### src/rtl/digit_canvas_buffer_pkg.sv
// canvas_pkg: shared constants, clear-FSM state encoding and the cell address
// helper for the digit canvas buffer (28x28 cells, 4-bit gray each).
package canvas_pkg;

    localparam int unsigned CANVAS_DIM   = 28;
    localparam int unsigned CANVAS_CELLS = 784;
    localparam int unsigned CELL_W       = 4;
    localparam int unsigned COORD_W      = 5;
    localparam int unsigned ADDR_W       = 10;

    localparam logic [CELL_W-1:0] GRID_GRAY = 4'h3;

    typedef enum logic [1:0] {
        IDLE,
        CLEAR,
        DONE
    } clrState_t;

    // Row-major cell address: y*28 + x.
    function automatic logic [ADDR_W-1:0] cellAddr(input logic [COORD_W-1:0] x,
                                                   input logic [COORD_W-1:0] y);
        return ADDR_W'(y) * ADDR_W'(CANVAS_DIM) + ADDR_W'(x);
    endfunction

endpackage

### src/rtl/digit_canvas_buffer_if.sv
// digit_canvas_buffer_if: write, clear and pixel-read signals of the canvas.
//   write : iWrValid/oWrReady handshake, iWrX/iWrY cell, iWrPix gray
//   clear : iClrReq pulse, oClrBusy status
//   read  : iRdEn with iPixX/iPixY screen coordinate, oRdValid/oGray result
// slave modport is the buffer side, master modport the client side.
interface digit_canvas_buffer_if;

    logic       iWrValid;
    logic [4:0] iWrX;
    logic [4:0] iWrY;
    logic [3:0] iWrPix;
    logic       oWrReady;
    logic       iClrReq;
    logic       oClrBusy;
    logic       iRdEn;
    logic [9:0] iPixX;
    logic [9:0] iPixY;
    logic       oRdValid;
    logic [3:0] oGray;

    modport slave (
        input  iWrValid, iWrX, iWrY, iWrPix, iClrReq, iRdEn, iPixX, iPixY,
        output oWrReady, oClrBusy, oRdValid, oGray
    );

    modport master (
        output iWrValid, iWrX, iWrY, iWrPix, iClrReq, iRdEn, iPixX, iPixY,
        input  oWrReady, oClrBusy, oRdValid, oGray
    );

endinterface

### src/rtl/digit_canvas_buffer_ram.sv
// canvas_ram: 784x4 cell storage, one synchronous write port and one
// synchronous read port. A read and write to the same address on the same
// edge returns the previous contents. Contents are not reset.
//   clk, wrEn/wrAddr/wrData (write port), rdAddr -> rdData (one-cycle read)
module canvas_ram
    import canvas_pkg::*;
(
    input  logic              clk,
    input  logic              wrEn,
    input  logic [ADDR_W-1:0] wrAddr,
    input  logic [CELL_W-1:0] wrData,
    input  logic [ADDR_W-1:0] rdAddr,
    output logic [CELL_W-1:0] rdData
);

    logic [CELL_W-1:0] mem [CANVAS_CELLS];

    always_ff @(posedge clk) begin
        if (wrEn) begin
            mem[wrAddr] <= wrData;
        end
        rdData <= mem[rdAddr];
    end

endmodule

### src/rtl/digit_canvas_buffer.sv
// digit_canvas_buffer: 28x28 4-bit canvas written cell-by-cell and read as a
// scaled screen window with a 2-cycle pixel pipeline; a clear FSM zeroes all
// cells one per cycle (785 cycles of busy).
//   iBusClk : clock, all logic on rising edge
//   iRstN   : asynchronous active-low reset
//   bus     : digit_canvas_buffer_if.slave (write / clear / read signals)
// Optional build macro CANVAS_GRID_EN: in-window pixels on a cell boundary
// are lifted to at least GRID_GRAY to draw a grid.
module digit_canvas_buffer
    import canvas_pkg::*;
#(
    parameter int unsigned       ORIGIN_X   = 96,
    parameter int unsigned       ORIGIN_Y   = 16,
    parameter int unsigned       SCALE_LOG2 = 4,
    parameter logic [CELL_W-1:0] BG_GRAY    = 4'h1
) (
    input  logic                  iBusClk,
    input  logic                  iRstN,
    digit_canvas_buffer_if.slave  bus
);

    localparam int unsigned WIN = CANVAS_DIM << SCALE_LOG2;

    clrState_t         state, stateNext;
    logic [ADDR_W-1:0] clrAddr, clrAddrNext;
    logic              readyReg;
    logic              wrReady;
    logic              ramWe;
    logic [ADDR_W-1:0] ramWrAddr;
    logic [CELL_W-1:0] ramWrData;
    logic [ADDR_W-1:0] ramRdAddr;
    logic [CELL_W-1:0] ramRdData;

    logic [10:0]        offX, offY;
    logic               inWin;
    logic               s1Valid, s1InWin;
    logic               rdValid;
    logic [CELL_W-1:0]  gray, cellGray;

    // ---------------- clear FSM ----------------
    always_ff @(posedge iBusClk or negedge iRstN) begin
        if (!iRstN) begin
            state    <= IDLE;
            clrAddr  <= '0;
            readyReg <= 1'b0;
        end else begin
            state    <= stateNext;
            clrAddr  <= clrAddrNext;
            readyReg <= 1'b1;
        end
    end

    always_comb begin
        stateNext   = state;
        clrAddrNext = clrAddr;
        case (state)
            IDLE: begin
                clrAddrNext = '0;
                if (bus.iClrReq) stateNext = CLEAR;
            end
            CLEAR: begin
                if (clrAddr == ADDR_W'(CANVAS_CELLS - 1)) begin
                    stateNext   = DONE;
                    clrAddrNext = '0;
                end else begin
                    clrAddrNext = clrAddr + 1'b1;
                end
            end
            DONE:    stateNext = IDLE;
            default: stateNext = IDLE;
        endcase
    end

    // A clear request in the same cycle takes priority over a pending write.
    assign wrReady = readyReg && (state == IDLE) && !bus.iClrReq;

    // The clear owns the write port while active; writes are blocked then.
    always_comb begin
        ramWe     = 1'b0;
        ramWrAddr = cellAddr(bus.iWrX, bus.iWrY);
        ramWrData = bus.iWrPix;
        if (state == CLEAR) begin
            ramWe     = 1'b1;
            ramWrAddr = clrAddr;
            ramWrData = '0;
        end else if (wrReady && bus.iWrValid &&
                     bus.iWrX < COORD_W'(CANVAS_DIM) &&
                     bus.iWrY < COORD_W'(CANVAS_DIM)) begin
            ramWe = 1'b1;
        end
    end

    // ---------------- read pipeline ----------------
    // Offsets are computed one bit wider so coordinates left of / above the
    // origin are rejected by the explicit >= test rather than wrapping.
    assign offX  = {1'b0, bus.iPixX} - 11'(ORIGIN_X);
    assign offY  = {1'b0, bus.iPixY} - 11'(ORIGIN_Y);
    assign inWin = ({1'b0, bus.iPixX} >= 11'(ORIGIN_X)) && (offX < 11'(WIN)) &&
                   ({1'b0, bus.iPixY} >= 11'(ORIGIN_Y)) && (offY < 11'(WIN));

    assign ramRdAddr = inWin ? cellAddr(COORD_W'(offX >> SCALE_LOG2),
                                        COORD_W'(offY >> SCALE_LOG2)) : '0;

    canvas_ram uRam (
        .clk    (iBusClk),
        .wrEn   (ramWe),
        .wrAddr (ramWrAddr),
        .wrData (ramWrData),
        .rdAddr (ramRdAddr),
        .rdData (ramRdData)
    );

`ifdef CANVAS_GRID_EN
    localparam logic [10:0] SUB_MASK = 11'((1 << SCALE_LOG2) - 1);
    logic s1Grid;

    always_ff @(posedge iBusClk or negedge iRstN) begin
        if (!iRstN) s1Grid <= 1'b0;
        else        s1Grid <= ((offX & SUB_MASK) == '0) || ((offY & SUB_MASK) == '0);
    end

    always_comb begin
        cellGray = ramRdData;
        if (s1Grid && ramRdData < GRID_GRAY) cellGray = GRID_GRAY;
    end
`else
    assign cellGray = ramRdData;
`endif

    always_ff @(posedge iBusClk or negedge iRstN) begin
        if (!iRstN) begin
            s1Valid <= 1'b0;
            s1InWin <= 1'b0;
            rdValid <= 1'b0;
            gray    <= '0;
        end else begin
            s1Valid <= bus.iRdEn;
            s1InWin <= inWin;
            rdValid <= s1Valid;
            if (s1Valid) gray <= s1InWin ? cellGray : BG_GRAY;
        end
    end

    assign bus.oWrReady = wrReady;
    assign bus.oClrBusy = (state != IDLE);
    assign bus.oRdValid = rdValid;
    assign bus.oGray    = gray;

endmodule

### src/flat_wrapper.sv
// flat-port wrapper written by rule: the top's interface ports become plain ports
module digit_canvas_buffer_flat import canvas_pkg::*;
#(
    parameter int unsigned       ORIGIN_X   = 96,
    parameter int unsigned       ORIGIN_Y   = 16,
    parameter int unsigned       SCALE_LOG2 = 4,
    parameter logic [CELL_W-1:0] BG_GRAY    = 4'h1
)
  (iBusClk, iRstN, bus_iWrValid, bus_iWrX, bus_iWrY, bus_iWrPix, bus_iClrReq, bus_iRdEn, bus_iPixX, bus_iPixY, bus_oWrReady, bus_oClrBusy, bus_oRdValid, bus_oGray);
  digit_canvas_buffer_if bus_i ();
  input  logic iBusClk;
  input  logic iRstN;
  input wire logic [$bits(bus_i.iWrValid)-1:0] bus_iWrValid;
  input wire logic [$bits(bus_i.iWrX)-1:0] bus_iWrX;
  input wire logic [$bits(bus_i.iWrY)-1:0] bus_iWrY;
  input wire logic [$bits(bus_i.iWrPix)-1:0] bus_iWrPix;
  input wire logic [$bits(bus_i.iClrReq)-1:0] bus_iClrReq;
  input wire logic [$bits(bus_i.iRdEn)-1:0] bus_iRdEn;
  input wire logic [$bits(bus_i.iPixX)-1:0] bus_iPixX;
  input wire logic [$bits(bus_i.iPixY)-1:0] bus_iPixY;
  output wire logic [$bits(bus_i.oWrReady)-1:0] bus_oWrReady;
  output wire logic [$bits(bus_i.oClrBusy)-1:0] bus_oClrBusy;
  output wire logic [$bits(bus_i.oRdValid)-1:0] bus_oRdValid;
  output wire logic [$bits(bus_i.oGray)-1:0] bus_oGray;
  assign bus_i.iWrValid = bus_iWrValid;
  assign bus_i.iWrX = bus_iWrX;
  assign bus_i.iWrY = bus_iWrY;
  assign bus_i.iWrPix = bus_iWrPix;
  assign bus_i.iClrReq = bus_iClrReq;
  assign bus_i.iRdEn = bus_iRdEn;
  assign bus_i.iPixX = bus_iPixX;
  assign bus_i.iPixY = bus_iPixY;
  assign bus_oWrReady = bus_i.oWrReady;
  assign bus_oClrBusy = bus_i.oClrBusy;
  assign bus_oRdValid = bus_i.oRdValid;
  assign bus_oGray = bus_i.oGray;
  digit_canvas_buffer #(.ORIGIN_X(ORIGIN_X), .ORIGIN_Y(ORIGIN_Y), .SCALE_LOG2(SCALE_LOG2), .BG_GRAY(BG_GRAY)) u_core (.iBusClk(iBusClk), .iRstN(iRstN), .bus(bus_i));
endmodule
### config.mk
export PLATFORM = sky130hd
export DESIGN_NAME = digit_canvas_buffer_flat
export DESIGN_NICKNAME = d
export VERILOG_FILES = /design/src/rtl/digit_canvas_buffer_pkg.sv /design/src/rtl/digit_canvas_buffer_if.sv /design/src/rtl/digit_canvas_buffer_ram.sv /design/src/rtl/digit_canvas_buffer.sv /design/src/flat_wrapper.sv
export SDC_FILE = /design/constraint.sdc
export NUM_CORES = 2
export LEC_CHECK = 0
export CAP_MARGIN = 10
export CORE_MARGIN = 4
export CORE_UTILIZATION = 57
export DETAILED_ROUTE_END_ITERATION = 10
export PLACE_DENSITY = 0.76
export SKIP_LAST_GASP = 1
export SYNTH_ARGS = -nofsm -noshare
export SYNTH_HDL_FRONTEND = slang
export SYNTH_SLANG_ARGS = --single-unit
### constraint.sdc
create_clock -name iBusClk -period 11.9 [get_ports iBusClk]
set_input_delay 2.38 -clock iBusClk [delete_from_list [all_inputs] [get_ports iBusClk]]
set_output_delay 2.38 -clock iBusClk [all_outputs]
set_load 0.005 [all_outputs]
# Word level (Yosys, flattened, before mapping)
# Memory sizes are Yosys's and may differ from the RTL's. A register that Yosys moved wholly into a read port is not among the register bits.
# Cells that the tools add are included.
# totals
ff_bits	20
mem_bits_rw	3136
out_inout_bits	7
wordCells	51
memories	1
# classes
add_sub_neg	5
multipliers	2
order_cmp	6
eq_ne	4
n_mux	13
reduce_logical	13
# memory_table
name	words	word_bits	read_ports	rd_ports_with_merged_regs	wr	line	text
u_core.uRam.mem	784	4	1	1	1	digit_canvas_buffer_ram.sv:16	logic [CELL_W-1:0] mem [CANVAS_CELLS];
# op_table
operator	n
2-to-1 mux 10 bit	3
< comparator 11 x 9 -> 1 bit (second input constant)	2
adder 10 x 5 -> 10 bit	2
one-hot mux 10 bit (2 select lines)	1
multiplier 5 x 3 -> 8 bit (second input constant)	2
subtractor 10 x 5 -> 11 bit (second input constant)	1
subtractor 10 x 7 -> 11 bit (second input constant)	1
adder 10 x 1 -> 10 bit (second input constant)	1
equality test 10 bit (second input constant)	1
greater-or-equal comparator 10 x 5 -> 1 bit (second input constant)	1
greater-or-equal comparator 10 x 7 -> 1 bit (second input constant)	1
< comparator 5 bit (second input constant)	2
logical AND 1 bit	8
2-to-1 mux 4 bit	2
2-to-1 mux 1 bit	4
2-to-1 mux 2 bit	2
one-hot mux 2 bit (2 select lines)	1
nonzero test 2 bit	2
equality test 2 x 1 -> 1 bit (second input constant)	1
logical NOT 2 bit	1
!= test 2 x 1 -> 1 bit (second input constant)	1
!= test 2 bit (second input constant)	1
AND reduction 2 bit	1
logical NOT 1 bit	1

# Depth between registers and ports, before layout
# logic_depth
depth_word	10
mapped_depth	22
mapped_depth_nobuf	18

# Hierarchy
# A second synthesis with hierarchy kept.
# hier_totals
hier_cells	6489
hier_area_um2	126126.0
# by_module_without_submodules
mod	n_inst	cells_each	area_per_inst_um2	seq_area_each_um2
canvas_ram	1	6222	123898.8	94250.4
digit_canvas_buffer	1	267	2227.1	500.5

# Worst setup path before layout
# OpenSTA, ideal clock, no wires.
# synth_path
kind	input port to flip-flop
start	input port bus_iWrPix[0]
end	memory u_core.uRam.mem[0][0] (data pin)
arrival_ns	12.150
required_time_ns	9.656
path_slack_ns	-2.495
stages	1
n_path_buf	0
path_cell_list	and2_1
# synth_via
elab_chain_cells	1
# synth_rtl
element	line	text
from (decl)	flat_wrapper.sv:16	input wire logic [$bits(bus_i.iWrPix)-1:0] bus_iWrPix;
2-to-1 mux 4 bit	digit_canvas_buffer.sv:82	if (state == CLEAR) begin
to (decl)	digit_canvas_buffer_ram.sv:16	
# No other way between the ends.

# Final worst setup path
# layout_path
start	input port bus_iPixY[6]
end	register u_core.uRam.rdData[0], read port of u_core.uRam.mem
# layout_via
elab_chain_cells	4
word_cells_on_any_way	8
# layout_rtl
element	line	text
from (decl)	flat_wrapper.sv:20	input wire logic [$bits(bus_i.iPixY)-1:0] bus_iPixY;
subtractor 10 x 5 -> 11 bit / greater-or-equal comparator 10 x 5 -> 1 bit (equally long branches)	digit_canvas_buffer.sv:97, digit_canvas_buffer.sv:99	
multiplier 5 x 3 -> 8 bit (tied with other cells)	digit_canvas_buffer_pkg.sv:22	return ADDR_W'(y) * ADDR_W'(CANVAS_DIM) + ADDR_W'(x);
adder 10 x 5 -> 10 bit / logical AND 1 bit (equally long branches)	digit_canvas_buffer_pkg.sv:22, digit_canvas_buffer.sv:99	
2-to-1 mux 10 bit *	digit_canvas_buffer.sv:101	assign ramRdAddr = inWin ? cellAddr(COORD_W'(offX >> SCALE_LOG2),
to (decl)	digit_canvas_buffer_ram.sv:13	output logic [CELL_W-1:0] rdData
# Mark *: on every way between the ends. The rest lies on a longest branch, timed or not.
# A chain may end at the register's enable or synchronous reset.

==> impl_metrics.json <==
{
  "grt_pass1_wl_um": 547000,
  "fin_nets": 8628,
  "async_reset_ff_share_pct": 0.633,
  "crit_arrival_ns": 9.38,
  "setup_tns_ns": 0,
  "drc": 0,
  "clk_pin_slew_ns": 0.06,
  "pwr-share-seq_pct": 51.8,
  "ir_worst_vdd_uv": 172,
  "dp_hpwl_um": 213000,
  "placedCellCount": 11200,
  "stdcell_count": 11800,
  "ys_warn_count": 0,
  "synth_edf_count": 3136,
  "vias": 82900,
  "leakage_nw": 38.6,
  "combPwrFrac_pct": 8.1,
  "fin_skew_ns": 0.0508,
  "post_drt_wl_per_cell_um": 32.5,
  "ant_nets": 0,
  "p_int_w": 0.0178,
  "antenna_found_initial": 24,
  "cp_max_fo": 39,
  "clkSinkCount": 3160,
  "vias_per_cell": 7.03,
  "status": "finished clean",
  "dieArea_um2": 234000,
  "cts_hold_buffers": 0,
  "core-area_um2": 225000,
  "post_cts_resize_count": 0,
  "postSynthNetCount": 8742,
  "drive_gt1_share_pct": 10.2,
  "maxCapViolCount": 0,
  "grt_max_degree": 231,
  "cts_made_buffers": 313,
  "placed_area_um2": 132000,
  "worstPathRequired_ns": 12.71,
  "pwr-share-clk_pct": 40.1,
  "multi_input_area_um2": 31500,
  "cts_buffer_depth": 4,
  "power_switching_w": 0.00546,
  "hp-class": "flip-flop to flip-flop",
  "ys_seq_area_share_pct": 73.4,
  "clk_latency_ns": 0.96,
  "area_delta_synth_final_pct": 10.0,
  "dieWidth_um": 484,
  "synth_top_area_cell": "edfxtp_1",
  "met1_length_um": 128000,
  "max_slew_margin_pct": 4.09,
  "fin_area_um2": 142000,
  "track_usage_pct": 31.9,
  "setup_violations": 0,
  "io_pins": 46,
  "synth_top_cell_area_share_pct": 73.0,
  "fin_crit_ns": 8.58,
  "top_layer_used": "met5",
  "finalHoldViolations": 0,
  "syn_inst": 8667,
  "synth-seq-cells": 3160,
  "met3_length_um": 56400,
  "fmax_ghz": 0.117,
  "rows": 174,
  "fin_crit_sh_pct": 72.1,
  "startpoint_type": "input pin",
  "synth_area_leaders": "edfxtp_1 73%, mux2i_1 4.7%, nor2_1 3.4%",
  "grt_pass1_vias": 79900,
  "slew_viol_final": 0,
  "start_util_pct": 57.3,
  "met2WireLength_um": 172000,
  "synth_area_um2": 129000,
  "routabilityCongestion": 0.903,
  "rsz0062_at_grt": "false",
  "clock-root-buffer": "clkbuf_16",
  "path_class": "input pin to flip-flop",
  "grt-ovfl-total": 0,
  "cp-end-kind": "flip-flop",
  "fp.dieH_um": 484,
  "power_density_nw_per_um2": 164,
  "htreeDepth": 5,
  "worst_pin_slew_ns": 1.44,
  "drt-initial-drc-count": 14400,
  "numPortBuffers": 37,
  "synth_area_per_cell_um2": 14.9,
  "dr.pass1.iters": 8,
  "n_fill_cell": 15600,
  "tritoncts": "done",
  "drt-total-wl_um": 383000,
  "swShare_pct": 23.4,
  "postCtsSetupRepairBufs": 0,
  "ff_latch_area_um2": 94800,
  "synthFlopType": "edfxtp_1",
  "synth_cell_types": 93
}
[sequential cells by signal, indices dropped and copies added (netlist names)]
register and cells:
u_core.clrAddr 10, u_core.s1InWin 1, u_core.state 2, u_core.readyReg 1, u_core.uRam.rdData 4, u_core.bus.oGray 4, u_core.uRam.mem 3136, u_core.s1Valid 1
u_core.bus.oRdValid 1
[layer usage]
metal	GRT usage [%]	up-vias
li1	-	33700
met1	40.8	40600
met4	19.6	14
met5	0	-
met2	47.8	7137
met3	10.1	1405
[power by group through the flow]
stage               registers (W)  logic (W)  clock network [W]
floorplan                  0.0123    0.00103                  0
global placement           0.0123    0.00178                  0
detailed placement         0.0123    0.00180                  0
CTS                        0.0121    0.00181            0.00934
global route               0.0121    0.00192            0.00982
finish                     0.0121    0.00190            0.00934
[worst paths after layout]
kind,cells past startpoint,to,from,slack (ns)
worst max-delay path,18,u_core.uRam.rdData[0]$_DFF_P_,bus_iPixY[6],3.32
worst min-delay path,1,u_core.bus.oGray[0]$_DFFE_PN0P_,u_core.s1InWin$_DFF_PN0_,0.51
worst max register to register,8,u_core.uRam.mem[530][3]$_DFFE_PP_,u_core.state[1]$_DFFE_PN0P_,7.01
worst min register to register,1,u_core.bus.oGray[0]$_DFFE_PN0P_,u_core.s1InWin$_DFF_PN0_,0.51
max in group asynchronous,1,u_core.clrAddr[6]$_DFFE_PN0P_,iRstN,9.31
min in group asynchronous,1,u_core.bus.oGray[0]$_DFFE_PN0P_,iRstN,1.98
[synthesized netlist by cell type, drive strengths merged, types with 18 or more instances]
library cell	instances
o21ai	391
edfxtp	3136
o221ai	111
mux2	91
a221oi	117
nor3	69
a21oi	428
ha	25
o311a	107
inv	35
o22ai	174
nand2	463
a211o	33
nand3	165
and3	19
a32oi	30
clkbuf	304
nor2	1170
o311ai	29
o211ai	151
a31oi	79
buf	382
mux2i	603
nand4	18
mux4	82
dfrtp	20
a22oi	74
a211oi	66
[kinds of logic (layout without fill, tap and decap cells)]
group,Yosys count,after routing,share of synthesized area (%)
AND/OR/NAND/NOR,1981,1981,6.34
other,1,32,0.00291
multiplexers,776,776,6.90
buffers and inverters,723,820,2.44
adder cells (fa/ha/maj),36,36,0.413
flip-flops,3160,3160,73.4
XOR/XNOR,27,27,0.183
AO/OA/AOI/OAI,1963,1963,10.3
[worst max-delay path, stage by stage]
cell and delay, ns:
clkdlybuf4s50_1 0.55, inv_1 0.10, ha_1 0.19, a21boi_1 0.38, xor2_1 0.30, ha_1 0.33, o211ai_1 0.40, and3_1 0.23
buf_4 0.44, nand2_4 0.50, inv_2 0.47, buf_4 0.55, nand2_1 0.35, nor2_1 0.54, o311a_1 0.27, nand4b_1 0.31
o31ai_1 0.92, nor3_1 0.08
[layout make-up]
cell class	count	share of cell area, %
antenna	31	0.0546
clock buffer	401	5.88
clock inverter	125	0.735
inverter	37	0.104
multi-input combinational	4784	22.2
sequential	3160	66.7
tap	2992	2.64
timing repair buffer	257	1.68
[layout by cell type (no fill, tap or decap), types with 37 or more instances in the layout]
cell,n
o22ai_1,174
o311a_1,107
mux2i_1,603
clkbuf_16,318
a31oi_1,78
clkinv_2,37
a221oi_1,115
mux2_2,91
nor3_1,61
o21ai_0,386
a22oi_1,74
o221ai_1,111
a211oi_1,66
nor2_1,1158
edfxtp_1,3136
a21oi_1,427
o211ai_1,151
clkbuf_1,75
mux4_2,82
nand2_1,428
nand3_1,155
clkinv_1,59
buf_4,190
[stage by stage]
step	worst slack (ns)	utilization [%]	hold slack (ns)	power (W)
finish	3.32	63.1	0.507	0.0233
floorplan	-2.49	-	0.423	0.0133
detailed placement	2.70	58.8	0.501	0.0141
global route	3.18	63.0	0.556	0.0238
CTS	3.69	63.0	0.502	0.0232
global placement	2.79	58.8	0.495	0.0141
Note: power is estimated with default switching activity, not from simulation.
